**src/rtl/mouse_master_sm_if.sv**
```systemverilog
// Signal bundle between the PS/2 mouse control FSM and its neighbours.
// master: FSM side (drives commands, packets); slave: PHY/system side.
interface mouse_master_sm_if;
  logic       SEND_BYTE;
  logic [7:0] BYTE_TO_SEND;
  logic       BYTE_SENT;
  logic       READ_ENABLE;
  logic [7:0] BYTE_READ;
  logic [1:0] BYTE_ERROR_CODE;
  logic       BYTE_READY;
  logic [7:0] MOUSE_STATUS;
  logic [7:0] MOUSE_DX;
  logic [7:0] MOUSE_DY;
  logic       SEND_INTERRUPT;
  logic       INIT_DONE;

  modport master (
    output SEND_BYTE,
    output BYTE_TO_SEND,
    input  BYTE_SENT,
    output READ_ENABLE,
    input  BYTE_READ,
    input  BYTE_ERROR_CODE,
    input  BYTE_READY,
    output MOUSE_STATUS,
    output MOUSE_DX,
    output MOUSE_DY,
    output SEND_INTERRUPT,
    output INIT_DONE
  );

  modport slave (
    input  SEND_BYTE,
    input  BYTE_TO_SEND,
    output BYTE_SENT,
    input  READ_ENABLE,
    output BYTE_READ,
    output BYTE_ERROR_CODE,
    output BYTE_READY,
    input  MOUSE_STATUS,
    input  MOUSE_DX,
    input  MOUSE_DY,
    input  SEND_INTERRUPT,
    input  INIT_DONE
  );
endinterface

```
**src/rtl/mouse_master_sm.sv**
```systemverilog
// PS/2 mouse init sequencer and 3-byte movement packet assembler.
// Ports: CLK, RESET_N (async, active low), bus (mouse_master_sm_if.master):
//   tx: SEND_BYTE/BYTE_TO_SEND out, BYTE_SENT in
//   rx: READ_ENABLE out, BYTE_READ/BYTE_ERROR_CODE/BYTE_READY in
//   sys: MOUSE_STATUS/DX/DY, SEND_INTERRUPT, INIT_DONE out
// Optional macro PACKET_SYNC_CHECK_EN: byte-1 bit-3 resync and
// overflow masking of dX/dY.
module mouse_master_sm #(
  parameter int POWERUP_CYCLES = 500000,
  parameter int TIMEOUT_CYCLES = 5000000,
  parameter int CNT_W          = 24
) (
  input logic              CLK,
  input logic              RESET_N,
  mouse_master_sm_if.master bus
);

  typedef enum logic [3:0] {
    POWERUP_WAIT,
    SEND_RESET,
    WAIT_SENT_RESET,
    WAIT_ACK,
    WAIT_SELFTEST,
    WAIT_ID,
    SEND_ENABLE,
    WAIT_SENT_ENABLE,
    WAIT_ACK_ENABLE,
    STREAM_B1,
    STREAM_B2,
    STREAM_B3
  } state_t;

  localparam logic [CNT_W-1:0] PWR_LAST =
    CNT_W'(POWERUP_CYCLES - 1);
  localparam logic [CNT_W-1:0] TO_LAST =
    CNT_W'(TIMEOUT_CYCLES - 1);

  localparam logic [7:0] CMD_RESET  = 8'hFF;
  localparam logic [7:0] CMD_ENABLE = 8'hF4;
  localparam logic [7:0] RSP_ACK    = 8'hFA;
  localparam logic [7:0] RSP_TEST   = 8'hAA;
  localparam logic [7:0] RSP_ID     = 8'h00;

  state_t           state;
  state_t           state_n;
  logic [CNT_W-1:0] cnt;

  logic       send_q;
  logic [7:0] tx_byte_q;
  logic       rd_en_q;
  logic [7:0] status_r;
  logic [7:0] dx_r;
  logic [7:0] st_q;
  logic [7:0] dx_q;
  logic [7:0] dy_q;
  logic       irq_q;
  logic       done_q;

  logic rx_ok;
  logic rx_bad;
  logic tmo;
  logic lat_st;
  logic lat_dx;
  logic publish;
  logic ovf;

  function automatic logic is_rx(state_t s);
    return s inside {WAIT_ACK, WAIT_SELFTEST, WAIT_ID,
                     WAIT_ACK_ENABLE, STREAM_B1,
                     STREAM_B2, STREAM_B3};
  endfunction

  function automatic logic is_stream(state_t s);
    return s inside {STREAM_B1, STREAM_B2, STREAM_B3};
  endfunction

  // Expect state: any strobe either advances on the right
  // error-free byte or restarts; silence times out.
  function automatic state_t expect_nx(
    state_t     cur,
    state_t     ok_nx,
    logic       rdy,
    logic       ok,
    logic [7:0] got,
    logic [7:0] want,
    logic       to
  );
    if (rdy)
      return (ok && got == want) ? ok_nx : SEND_RESET;
    if (to)
      return SEND_RESET;
    return cur;
  endfunction

  assign rx_ok  = bus.BYTE_READY && (bus.BYTE_ERROR_CODE == 2'd0);
  assign rx_bad = bus.BYTE_READY && (bus.BYTE_ERROR_CODE != 2'd0);
  assign tmo    = (cnt == TO_LAST);

  always_comb begin
    state_n = state;
    lat_st  = 1'b0;
    lat_dx  = 1'b0;
    publish = 1'b0;
    unique case (state)
      POWERUP_WAIT:
        if (cnt == PWR_LAST) state_n = SEND_RESET;
      SEND_RESET:
        state_n = WAIT_SENT_RESET;
      WAIT_SENT_RESET:
        if (bus.BYTE_SENT) state_n = WAIT_ACK;
        else if (tmo)      state_n = SEND_RESET;
      WAIT_ACK:
        state_n = expect_nx(state, WAIT_SELFTEST,
          bus.BYTE_READY, rx_ok, bus.BYTE_READ, RSP_ACK, tmo);
      WAIT_SELFTEST:
        state_n = expect_nx(state, WAIT_ID,
          bus.BYTE_READY, rx_ok, bus.BYTE_READ, RSP_TEST, tmo);
      WAIT_ID:
        state_n = expect_nx(state, SEND_ENABLE,
          bus.BYTE_READY, rx_ok, bus.BYTE_READ, RSP_ID, tmo);
      SEND_ENABLE:
        state_n = WAIT_SENT_ENABLE;
      WAIT_SENT_ENABLE:
        if (bus.BYTE_SENT) state_n = WAIT_ACK_ENABLE;
        else if (tmo)      state_n = SEND_RESET;
      WAIT_ACK_ENABLE:
        state_n = expect_nx(state, STREAM_B1,
          bus.BYTE_READY, rx_ok, bus.BYTE_READ, RSP_ACK, tmo);
      STREAM_B1: begin
`ifdef PACKET_SYNC_CHECK_EN
        // bit 3 is always set in a status byte; drop until aligned
        if (rx_ok && bus.BYTE_READ[3]) begin
`else
        if (rx_ok) begin
`endif
          lat_st  = 1'b1;
          state_n = STREAM_B2;
        end
      end
      STREAM_B2:
        if (rx_ok) begin
          lat_dx  = 1'b1;
          state_n = STREAM_B3;
        end else if (rx_bad) begin
          state_n = STREAM_B1;
        end
      STREAM_B3:
        if (rx_ok) begin
          publish = 1'b1;
          state_n = STREAM_B1;
        end else if (rx_bad) begin
          state_n = STREAM_B1;
        end
      default:
        state_n = POWERUP_WAIT;
    endcase
  end

`ifdef PACKET_SYNC_CHECK_EN
  assign ovf = status_r[7] | status_r[6];
`else
  assign ovf = 1'b0;
`endif

  always_ff @(posedge CLK or negedge RESET_N) begin
    if (!RESET_N) begin
      state <= POWERUP_WAIT;
      cnt   <= '0;
    end else begin
      state <= state_n;
      if (state_n != state || is_stream(state_n))
        cnt <= '0;
      else
        cnt <= cnt + CNT_W'(1);
    end
  end

  // Outputs are registered from the next state so they line
  // up with the state they describe.
  always_ff @(posedge CLK or negedge RESET_N) begin
    if (!RESET_N) begin
      send_q    <= 1'b0;
      tx_byte_q <= 8'h00;
      rd_en_q   <= 1'b0;
      done_q    <= 1'b0;
      status_r  <= 8'h00;
      dx_r      <= 8'h00;
      st_q      <= 8'h00;
      dx_q      <= 8'h00;
      dy_q      <= 8'h00;
      irq_q     <= 1'b0;
    end else begin
      send_q  <= (state_n == SEND_RESET) ||
                 (state_n == SEND_ENABLE);
      rd_en_q <= is_rx(state_n);
      done_q  <= is_stream(state_n);
      irq_q   <= publish;
      if (state_n == SEND_RESET)
        tx_byte_q <= CMD_RESET;
      else if (state_n == SEND_ENABLE)
        tx_byte_q <= CMD_ENABLE;
      if (lat_st) status_r <= bus.BYTE_READ;
      if (lat_dx) dx_r     <= bus.BYTE_READ;
      if (publish) begin
        st_q <= status_r;
        dx_q <= ovf ? 8'h00 : dx_r;
        dy_q <= ovf ? 8'h00 : bus.BYTE_READ;
      end
    end
  end

  assign bus.SEND_BYTE      = send_q;
  assign bus.BYTE_TO_SEND   = tx_byte_q;
  assign bus.READ_ENABLE    = rd_en_q;
  assign bus.MOUSE_STATUS   = st_q;
  assign bus.MOUSE_DX       = dx_q;
  assign bus.MOUSE_DY       = dy_q;
  assign bus.SEND_INTERRUPT = irq_q;
  assign bus.INIT_DONE      = done_q;

endmodule
```
**src/flat_wrapper.sv**
```systemverilog
// flat-port wrapper written by rule: the top's interface ports become plain ports
module mouse_master_sm_flat 
#(
  parameter int POWERUP_CYCLES = 500000,
  parameter int TIMEOUT_CYCLES = 5000000,
  parameter int CNT_W          = 24
)
  (CLK, RESET_N, bus_SEND_BYTE, bus_BYTE_TO_SEND, bus_BYTE_SENT, bus_READ_ENABLE, bus_BYTE_READ, bus_BYTE_ERROR_CODE, bus_BYTE_READY, bus_MOUSE_STATUS, bus_MOUSE_DX, bus_MOUSE_DY, bus_SEND_INTERRUPT, bus_INIT_DONE);
  mouse_master_sm_if bus_i ();
  input logic CLK;
  input logic RESET_N;
  output wire logic [$bits(bus_i.SEND_BYTE)-1:0] bus_SEND_BYTE;
  output wire logic [$bits(bus_i.BYTE_TO_SEND)-1:0] bus_BYTE_TO_SEND;
  input wire logic [$bits(bus_i.BYTE_SENT)-1:0] bus_BYTE_SENT;
  output wire logic [$bits(bus_i.READ_ENABLE)-1:0] bus_READ_ENABLE;
  input wire logic [$bits(bus_i.BYTE_READ)-1:0] bus_BYTE_READ;
  input wire logic [$bits(bus_i.BYTE_ERROR_CODE)-1:0] bus_BYTE_ERROR_CODE;
  input wire logic [$bits(bus_i.BYTE_READY)-1:0] bus_BYTE_READY;
  output wire logic [$bits(bus_i.MOUSE_STATUS)-1:0] bus_MOUSE_STATUS;
  output wire logic [$bits(bus_i.MOUSE_DX)-1:0] bus_MOUSE_DX;
  output wire logic [$bits(bus_i.MOUSE_DY)-1:0] bus_MOUSE_DY;
  output wire logic [$bits(bus_i.SEND_INTERRUPT)-1:0] bus_SEND_INTERRUPT;
  output wire logic [$bits(bus_i.INIT_DONE)-1:0] bus_INIT_DONE;
  assign bus_SEND_BYTE = bus_i.SEND_BYTE;
  assign bus_BYTE_TO_SEND = bus_i.BYTE_TO_SEND;
  assign bus_i.BYTE_SENT = bus_BYTE_SENT;
  assign bus_READ_ENABLE = bus_i.READ_ENABLE;
  assign bus_i.BYTE_READ = bus_BYTE_READ;
  assign bus_i.BYTE_ERROR_CODE = bus_BYTE_ERROR_CODE;
  assign bus_i.BYTE_READY = bus_BYTE_READY;
  assign bus_MOUSE_STATUS = bus_i.MOUSE_STATUS;
  assign bus_MOUSE_DX = bus_i.MOUSE_DX;
  assign bus_MOUSE_DY = bus_i.MOUSE_DY;
  assign bus_SEND_INTERRUPT = bus_i.SEND_INTERRUPT;
  assign bus_INIT_DONE = bus_i.INIT_DONE;
  mouse_master_sm #(.POWERUP_CYCLES(POWERUP_CYCLES), .TIMEOUT_CYCLES(TIMEOUT_CYCLES), .CNT_W(CNT_W)) u_core (.CLK(CLK), .RESET_N(RESET_N), .bus(bus_i));
endmodule
```
**config.mk**
```make
export PLATFORM = sky130hd
export DESIGN_NAME = mouse_master_sm_flat
export DESIGN_NICKNAME = d
export VERILOG_FILES = /design/src/rtl/mouse_master_sm_if.sv /design/src/rtl/mouse_master_sm.sv /design/src/flat_wrapper.sv
export SDC_FILE = /design/constraint.sdc
export NUM_CORES = 1
export LEC_CHECK = 0
export ABC_CLOCK_PERIOD_IN_PS = 6800
export CAP_MARGIN = 20
export CORE_ASPECT_RATIO = 1.5
export CORE_MARGIN = 1
export CORE_UTILIZATION = 40
export DETAILED_ROUTE_END_ITERATION = 8
export GPL_TIMING_DRIVEN = 0
export MAX_ROUTING_LAYER = met4
export PLACE_DENSITY = 0.72
export SLEW_MARGIN = 20
export SYNTH_ARGS = -nofsm -noshare
export SYNTH_HDL_FRONTEND = slang
export SYNTH_SLANG_ARGS = --single-unit
```
**constraint.sdc**
```tcl
create_clock -name CLK -period 6.8 [get_ports CLK]
set_input_delay 1.36 -clock CLK [delete_from_list [all_inputs] [get_ports CLK]]
set_output_delay 1.36 -clock CLK [all_outputs]
set_load 0.1 [all_outputs]
```
# Word-level counts from Yosys, hierarchy flattened
# Cells that the tools add are included.
[word_totals] register_bits=80 input_bits=14 output_inout_bits=36
[classes] add_sub_neg=1 eq_ne=25 n_mux=50 reduce_logical=14
[ops] operator="4-bit 2-to-1 mux" count=25
[ops] operator="4-bit one-hot mux with 12 select lines" count=1
[ops] operator="4-bit equality test, second input constant" count=8
[ops] operator="4-bit by 3-bit equality test with 1-bit output, second input constant" count=7
[ops] operator="24-bit by 1-bit adder with 24-bit output, second input constant" count=1
[ops] operator="24-bit by 19-bit equality test with 1-bit output, second input constant" count=1
[ops] operator="24-bit by 23-bit equality test with 1-bit output, second input constant" count=1
[ops] operator="24-bit 2-to-1 mux" count=1
[ops] operator="1-bit 2-to-1 mux" count=18
[ops] operator="8-bit equality test, second input constant" count=2
[ops] operator="8-bit 2-to-1 mux" count=2
[ops] operator="4-bit by 2-bit equality test with 1-bit output, second input constant" count=3
[ops] operator="3-bit 2-to-1 mux" count=3
[ops] operator="4-bit by 1-bit equality test with 1-bit output, second input constant" count=2
[ops] operator="8-bit zero test" count=1
[ops] operator="7-bit nonzero test" count=1
[ops] operator="1-bit logical AND" count=5
[ops] operator="4-bit zero test" count=1
[ops] operator="4-bit inequality test" count=1
[ops] operator="2-bit nonzero test" count=2
[ops] operator="3-bit nonzero test" count=1
[ops] operator="2-bit zero test" count=1
[ops] operator="1-bit logical OR" count=2

# Depth between registers and ports, before layout
[depth] ltp_word=13 ltp_mapped=9 ltp_nobuf=7

# Worst setup path before layout
# Ideal clock, no wire load.
[synth_timing] path_kind="input to register" startpoint="input port bus_BYTE_READ[0]" endpoint="register u_core.tx_byte_q[6] (netlist: u_core.bus.BYTE_TO_SEND[6])" setup_ns=0.127 t_arrival_ns=3.142 slack_ns=3.531 path_stages=6 path_buffers=0 path_cell_list="or4_1 -> o41a_1 -> o31a_1 -> nor3_2 -> o21ai_2 -> a311o_1"
[synth_via] elab_chain_cells=10 elab_cells_between_ends=31 classes_between="eq/ne: 4; mux: 22; reduce/logical: 5"
[synth_rtl] element="start: declaration" line_no="flat_wrapper.sv:16" text="input wire logic [$bits(bus_i.BYTE_READ)-1:0] bus_BYTE_READ;"
[synth_rtl] element="8-bit equality test or 8-bit zero test (tied branches)" line_no="mouse_master_sm.sv:89" text="return (ok && got == want) ? ok_nx : SEND_RESET;"
[synth_rtl] element="1-bit logical AND" line_no="mouse_master_sm.sv:89"
[synth_rtl] element="3-bit 2-to-1 mux" line_no="mouse_master_sm.sv:89"
[synth_rtl] element="4-bit 2-to-1 mux" line_no="mouse_master_sm.sv:88" text="if (rdy)"
[synth_rtl] element="4-bit 2-to-1 mux" line_no="mouse_master_sm.sv:90" text="if (to)"
[synth_rtl] element="4-bit 2-to-1 mux" line_no="mouse_master_sm.sv:92" text="return cur;"
[synth_rtl] element="4-bit 2-to-1 mux" line_no="mouse_master_sm.sv:90"
[synth_rtl] element="4-bit one-hot mux with 12 select lines *" line_no="mouse_master_sm.sv:104" text="unique case (state)"
[synth_rtl] element="via u_core.state_n[0]" line_no="mouse_master_sm.sv:45" text="state_t state_n;"
[synth_rtl] element="4-bit by 1-bit equality test with 1-bit output or 4-bit by 3-bit equality test with 1-bit output (tied branches)" line_no="mouse_master_sm.sv:198, mouse_master_sm.sv:200"
[synth_rtl] element="8-bit 2-to-1 mux or 2-bit nonzero test (tied branches)"
[synth_rtl] element="end signal: assignment" line_no="mouse_master_sm.sv:183" text="tx_byte_q <= 8'h00;"
[synth_rtl] element="end signal: assignment" line_no="mouse_master_sm.sv:199" text="tx_byte_q <= CMD_RESET;"
[synth_rtl] element="end signal: assignment" line_no="mouse_master_sm.sv:201" text="tx_byte_q <= CMD_ENABLE;"
[synth_rtl] element="end: declaration" line_no="mouse_master_sm.sv:49" text="logic [7:0] tx_byte_q;"
# The timed path passes the listed nets; every way through them passes the cells marked *. The select of a mux whose other input is x is not followed.
# A chain may end at the register's enable or synchronous reset.

# Worst setup path after layout
[layout_timing] startpoint="input port bus_BYTE_READ[4]" endpoint="register u_core.cnt[6]"
[layout_via] elab_chain_cells=12 elab_cells_between_ends=34 classes_between="eq/ne: 6; mux: 22; reduce/logical: 6"
[layout_rtl] element="8-bit equality test or 8-bit zero test (tied branches)" line_no="mouse_master_sm.sv:89"
[layout_rtl] element="1-bit logical AND" line_no="mouse_master_sm.sv:89"
[layout_rtl] element="3-bit 2-to-1 mux or 4-bit 2-to-1 mux (tied branches)" line_no="mouse_master_sm.sv:89"
[layout_rtl] element="4-bit 2-to-1 mux" line_no="mouse_master_sm.sv:88"
[layout_rtl] element="4-bit 2-to-1 mux" line_no="mouse_master_sm.sv:90"
[layout_rtl] element="4-bit 2-to-1 mux" line_no="mouse_master_sm.sv:92"
[layout_rtl] element="4-bit 2-to-1 mux" line_no="mouse_master_sm.sv:90"
[layout_rtl] element="4-bit one-hot mux with 12 select lines *" line_no="mouse_master_sm.sv:104"
[layout_rtl] element="4-bit equality test" line_no="mouse_master_sm.sv:74" text="return s inside {STREAM_B1, STREAM_B2, STREAM_B3};"
[layout_rtl] element="3-bit nonzero test" line_no="mouse_master_sm.sv:74"
[layout_rtl] element="1-bit logical OR *" line_no="mouse_master_sm.sv:171" text="if (state_n != state || is_stream(state_n))"
[layout_rtl] element="24-bit 2-to-1 mux *" line_no="mouse_master_sm.sv:171"
[layout_rtl] element="end signal: assignment" line_no="mouse_master_sm.sv:174" text="cnt <= cnt + CNT_W'(1);"
[layout_rtl] element="end: declaration" line_no="mouse_master_sm.sv:46" text="logic [CNT_W-1:0] cnt;"
# Every way passes the cells marked *; elsewhere a longest branch is shown, timed or not. The select of a mux whose other input is x is not followed.

==> impl_metrics.prom <==
# TYPE chip_impl_metric gauge
chip_impl_info{name="outcome",value="finished, final reports clean"} 1
chip_impl_metric{name="route.vias.total",unit=""} 2890
chip_impl_info{name="timing.hold.worst.start",value="u_core.bus.MOUSE_DY[2]$_DFFE_PN0P_"} 1
chip_impl_metric{name="p_per_area",unit="mW/mm^2"} 288.1
chip_impl_info{name="worst_r2r_startpoint",value="u_core.cnt[0]$_DFF_PN0_"} 1
chip_impl_metric{name="fin_nets",unit=""} 427
chip_impl_metric{name="timing.hold.worst_path_depth",unit=""} 1
chip_impl_metric{name="placement_rows",unit=""} 44
chip_impl_metric{name="synth-warning-count",unit=""} 0
chip_impl_metric{name="vdd_drop_max",unit="mV"} 0.1612
chip_impl_info{name="netlist_top_cells_area",value="dfrtp_1 47%, mux2_2 11%, nor3_2 5.6%, xnor2_1 4.2%, nand2_1 3.1%"} 1
chip_impl_info{name="setup.worst_path.class",value="in2reg"} 1
chip_impl_metric{name="grt_pass1_wl",unit="um"} 14070
chip_impl_metric{name="antennaDiodeCount",unit=""} 0
chip_impl_metric{name="core-area",unit="mm^2"} 0.009634
chip_impl_metric{name="cts_sinks",unit=""} 74
chip_impl_metric{name="clock_tree.htree_level_count",unit=""} 3
chip_impl_metric{name="tmin_final",unit="ps"} 3850
chip_impl_info{name="worstReg2RegEnd",value="u_core.cnt[18]$_DFF_PN0_"} 1
chip_impl_metric{name="via_count_of_the_first_global_routing_pass",unit=""} 2932
chip_impl_metric{name="routedWlPerCell",unit="um"} 16.07
chip_impl_metric{name="ys_types",unit=""} 64
chip_impl_metric{name="syn_avg_cell_area",unit="um^2"} 11.25
chip_impl_info{name="post-synth-top-area-cell",value="dfrtp_1"} 1
chip_impl_metric{name="routabilityCongestion",unit=""} 0.8572
chip_impl_metric{name="ant_nets",unit=""} 0
chip_impl_metric{name="route.final.wire_length",unit="um"} 8548
chip_impl_metric{name="layout_stage_area_growth_over_the_synthesis_result",unit="%"} 24.79
chip_impl_metric{name="vias_per_instance",unit=""} 5.432
chip_impl_metric{name="asr_flop_ratio_synth",unit="%"} 100.0
chip_impl_info{name="synth.cells.most_frequent",value="74 x dfrtp_1, 40 x mux2_2, 33 x nand2_1"} 1
chip_impl_metric{name="insertion_delay",unit="ps"} 340
chip_impl_info{name="tritoncts",value="yes"} 1
chip_impl_metric{name="worst-endpoint-required",unit="ps"} 7010
chip_impl_metric{name="grt-ovfl-total",unit=""} 0
chip_impl_metric{name="worst_setup_hold_path_clk_slew",unit="ps"} 60
chip_impl_info{name="unrepaired_setup_endpoints_after_global_routing",value="no"} 1
chip_impl_metric{name="multiInputGateArea",unit="mm^2"} 0.001886
chip_impl_metric{name="final.setup_skew",unit="ps"} 6.349
chip_impl_metric{name="power.static_leakage",unit="nW"} 2.141
chip_impl_metric{name="placed_cell_area",unit="mm^2"} 0.004607
chip_impl_metric{name="tritoncts.num_buffers",unit=""} 9
chip_impl_metric{name="switching_share",unit="%"} 34.07
chip_impl_metric{name="grt_antenna_before_repair",unit=""} 0
chip_impl_metric{name="path_max_fanout",unit=""} 10
chip_impl_info{name="critPathCaptureType",value="flip-flop"} 1
chip_impl_metric{name="seq_cell_area",unit="mm^2"} 0.001852
chip_impl_metric{name="die_area",unit="mm^2"} 0.01028
chip_impl_metric{name="max-clock-path-buffers",unit=""} 2
chip_impl_metric{name="power_report.internal_total",unit="mW"} 0.9358
chip_impl_metric{name="total_switching_power",unit="mW"} 0.4835
chip_impl_metric{name="start_util",unit="%"} 40.97
chip_impl_metric{name="worst-endpoint-arrival",unit="ps"} 4060
chip_impl_metric{name="die_height",unit="um"} 123.7
chip_impl_metric{name="drtPass1Iterations",unit=""} 4
chip_impl_info{name="hold-path-endpoint",value="u_core.bus.MOUSE_DY[2]$_DFFE_PN0P_"} 1
chip_impl_metric{name="max_slew_violations",unit=""} 0
chip_impl_metric{name="drtIter0Drc",unit=""} 148
chip_impl_metric{name="p_comb_share",unit="%"} 30.9
chip_impl_metric{name="post_cts_hold_buffer_count",unit=""} 0
chip_impl_metric{name="synth-seq-cells",unit=""} 74
chip_impl_metric{name="synthesized_instance_count",unit=""} 351
chip_impl_metric{name="post_route_cells_drive_above_1_share",unit="%"} 28.54
chip_impl_metric{name="worst_slew_pin_slew",unit="ps"} 1034
chip_impl_metric{name="dp_worst_setup_slack",unit="ps"} 2585
chip_impl_metric{name="pwr-share-clk",unit="%"} 35.6
chip_impl_metric{name="grt_max_degree",unit=""} 60
chip_impl_metric{name="finalSetupViolations",unit=""} 0
chip_impl_info{name="main_flop_type_after_synthesis",value="dfrtp_1"} 1
chip_impl_metric{name="port_buffers",unit=""} 49
chip_impl_metric{name="yosysTopAreaCellShare",unit="%"} 46.91
chip_impl_metric{name="synth_enable_flop_cells",unit=""} 0
chip_impl_metric{name="cts.repair_timing.setup_buffer_count",unit=""} 0
chip_impl_metric{name="track_usage",unit="%"} 18.03
chip_impl_metric{name="reg2reg_slack",unit="ps"} 4160
chip_impl_metric{name="max_freq",unit="MHz"} 259.7
chip_impl_metric{name="finalSetupTns",unit="ps"} 0
chip_impl_info{name="start_kind",value="input port"} 1
chip_impl_metric{name="final_cell_area",unit="mm^2"} 0.004926
chip_impl_metric{name="cts-resized-gates",unit=""} 0
chip_impl_metric{name="chip_width",unit="um"} 83.11
chip_impl_metric{name="fillers",unit=""} 865
chip_impl_metric{name="drc",unit=""} 0
chip_impl_metric{name="r2r_cells",unit=""} 8
chip_impl_metric{name="max_slew_margin",unit="%"} 30.94
chip_impl_metric{name="drv_cap",unit=""} 0
chip_impl_info{name="clock_tree.root_cell",value="clkbuf_16"} 1
chip_impl_metric{name="part_of_the_cycle_the_worst_path_needs",unit="%"} 56.62
chip_impl_metric{name="final.setup.worst_slack",unit="ps"} 2950
chip_impl_metric{name="synth.yosys.seq_area_share",unit="%"} 46.91
chip_impl_metric{name="finalHoldViolCount",unit=""} 0
chip_impl_metric{name="design.portCount",unit=""} 50
chip_impl_metric{name="synthesis.nets",unit=""} 366
chip_impl_info{name="post-synth-top-count-cell",value="dfrtp_1"} 1
chip_impl_metric{name="hpwl",unit="um"} 6142
chip_impl_info{name="worst_hold_path_type",value="reg2reg"} 1
chip_impl_metric{name="hold_ws",unit="ps"} 503.4
chip_impl_metric{name="synthesis.area",unit="mm^2"} 0.003948
chip_impl_metric{name="seq_pwr_share",unit="%"} 33.5
==> worst max-delay path by stage <==
stage	from	endpoint	slack (ps)	cells after the start
final	bus_BYTE_READ[4]	u_core.cnt[6]$_DFF_PN0_	2950	8
after global routing	bus_BYTE_READ[4]	u_core.cnt[13]$_DFF_PN0_	2760	8
after CTS	bus_BYTE_READ[4]	u_core.cnt[6]$_DFF_PN0_	2920	8
after detailed placement	bus_BYTE_READ[4]	u_core.cnt[18]$_DFF_PN0_	2590	8
after global placement	RESET_N	u_core.cnt[5]$_DFF_PN0_	1950	1
after floorplan	bus_BYTE_READ[0]	u_core.bus.BYTE_TO_SEND[6]$_DFFE_PN0P_	3530	6
==> placed cells by master (no fill, tap or decap), types with 2 or more instances in the layout <==
master | Yosys | layout
dfrtp_1 | 74 | 74
nor4b_1 | 4 | 4
buf_2 | 4 | 4
or3b_2 | 2 | 2
clkbuf_8 | 2 | 2
nor3_2 | 22 | 22
xnor2_1 | 19 | 19
mux2_2 | 40 | 40
inv_1 | 4 | 4
clkdlybuf4s50_1 | 0 | 48
clkbuf_1 | 1 | 2
o22ai_1 | 2 | 2
and3_1 | 6 | 6
bufinv_16 | 0 | 2
nor2b_1 | 2 | 2
nor3b_1 | 2 | 2
nor4_1 | 2 | 2
or2_2 | 2 | 2
and4_1 | 3 | 3
o32ai_1 | 2 | 2
a31o_2 | 2 | 2
a21oi_1 | 7 | 7
nand4_1 | 12 | 12
nand3b_1 | 2 | 2
buf_6 | 8 | 8
clkbuf_16 | 0 | 9
o21ai_0 | 6 | 6
nor2_1 | 16 | 16
nand2_1 | 33 | 33
nand3_1 | 15 | 15
nor3_1 | 9 | 9
buf_4 | 6 | 7
xor2_1 | 5 | 5
nand2b_1 | 4 | 4
==> registers in the layout, indices dropped and copies added, names as in the netlist <==
name / flops
u_core.dx_r: 8
u_core.bus.MOUSE_DY: 8
u_core.bus.BYTE_TO_SEND: 2
u_core.bus.MOUSE_STATUS: 8
u_core.state: 4
u_core.bus.MOUSE_DX: 8
u_core.bus.SEND_INTERRUPT: 1
u_core.bus.INIT_DONE: 1
u_core.cnt: 24
u_core.bus.SEND_BYTE: 1
u_core.bus.READ_ENABLE: 1
u_core.status_r: 8
==> through the flow <==
| stage | power [mW] | std cells | util (%) |
|---|---|---|---|
| floorplan | 0.8149 | 351 | - |
| global placement | 0.9138 | 515 | 47.56 |
| detailed placement | 0.9240 | 516 | 47.82 |
| CTS | 1.434 | 532 | 51.13 |
| global route | 1.487 | 532 | 51.13 |
| finish | 1.419 | 532 | 51.13 |
==> power by group through the flow <==
stage	Combinational (mW)	Sequential, mW	Clock, mW
after floorplan	0.295	0.520	0
after global placement	0.431	0.483	0
after detailed placement	0.441	0.483	0
after CTS	0.443	0.476	0.515
after global routing	0.477	0.479	0.531
final	0.438	0.476	0.505
==> per-layer routing <==
metal	GRT usage (%)	vias up	routed length, um
li1	-	1393	-
met1	19.72	1450	3509
met2	32.17	37	4689
met3	3.711	10	200
met4	7.328	0	149
met5	-	-	0
==> cell families (layout without fill, tap and decap cells) <==
logic type	Yosys count	in the layout	share of synthesized area, %
simple gates	151	151	24.53
flops	74	74	46.91
mux	40	40	11.41
compound gates	34	34	6.181
buf+inv	27	93	5.325
xor+xnor	24	24	5.325
fa+ha+maj	1	1	0.3169
==> area by class of cell <==
cell class,count,share of cell area [%]
Timing Repair Buffer,50,10.46
Buffer,22,3.886
Inverter,5,0.3810
Sequential cell,74,37.59
Multi-Input combinational cell,250,38.28
Tap cell,115,2.921
Clock inverter,6,1.829
Clock buffer,10,4.648
==> worst max-delay path: stages <==
cell	delay (ps)
clkdlybuf4s50_1	580
or4bb_2	670
nor4b_1	500
a21oi_1	70
a21boi_0	150
o211ai_1	250
buf_2	400
nor3_2	90
Note: power is estimated with default switching activity, not from simulation.
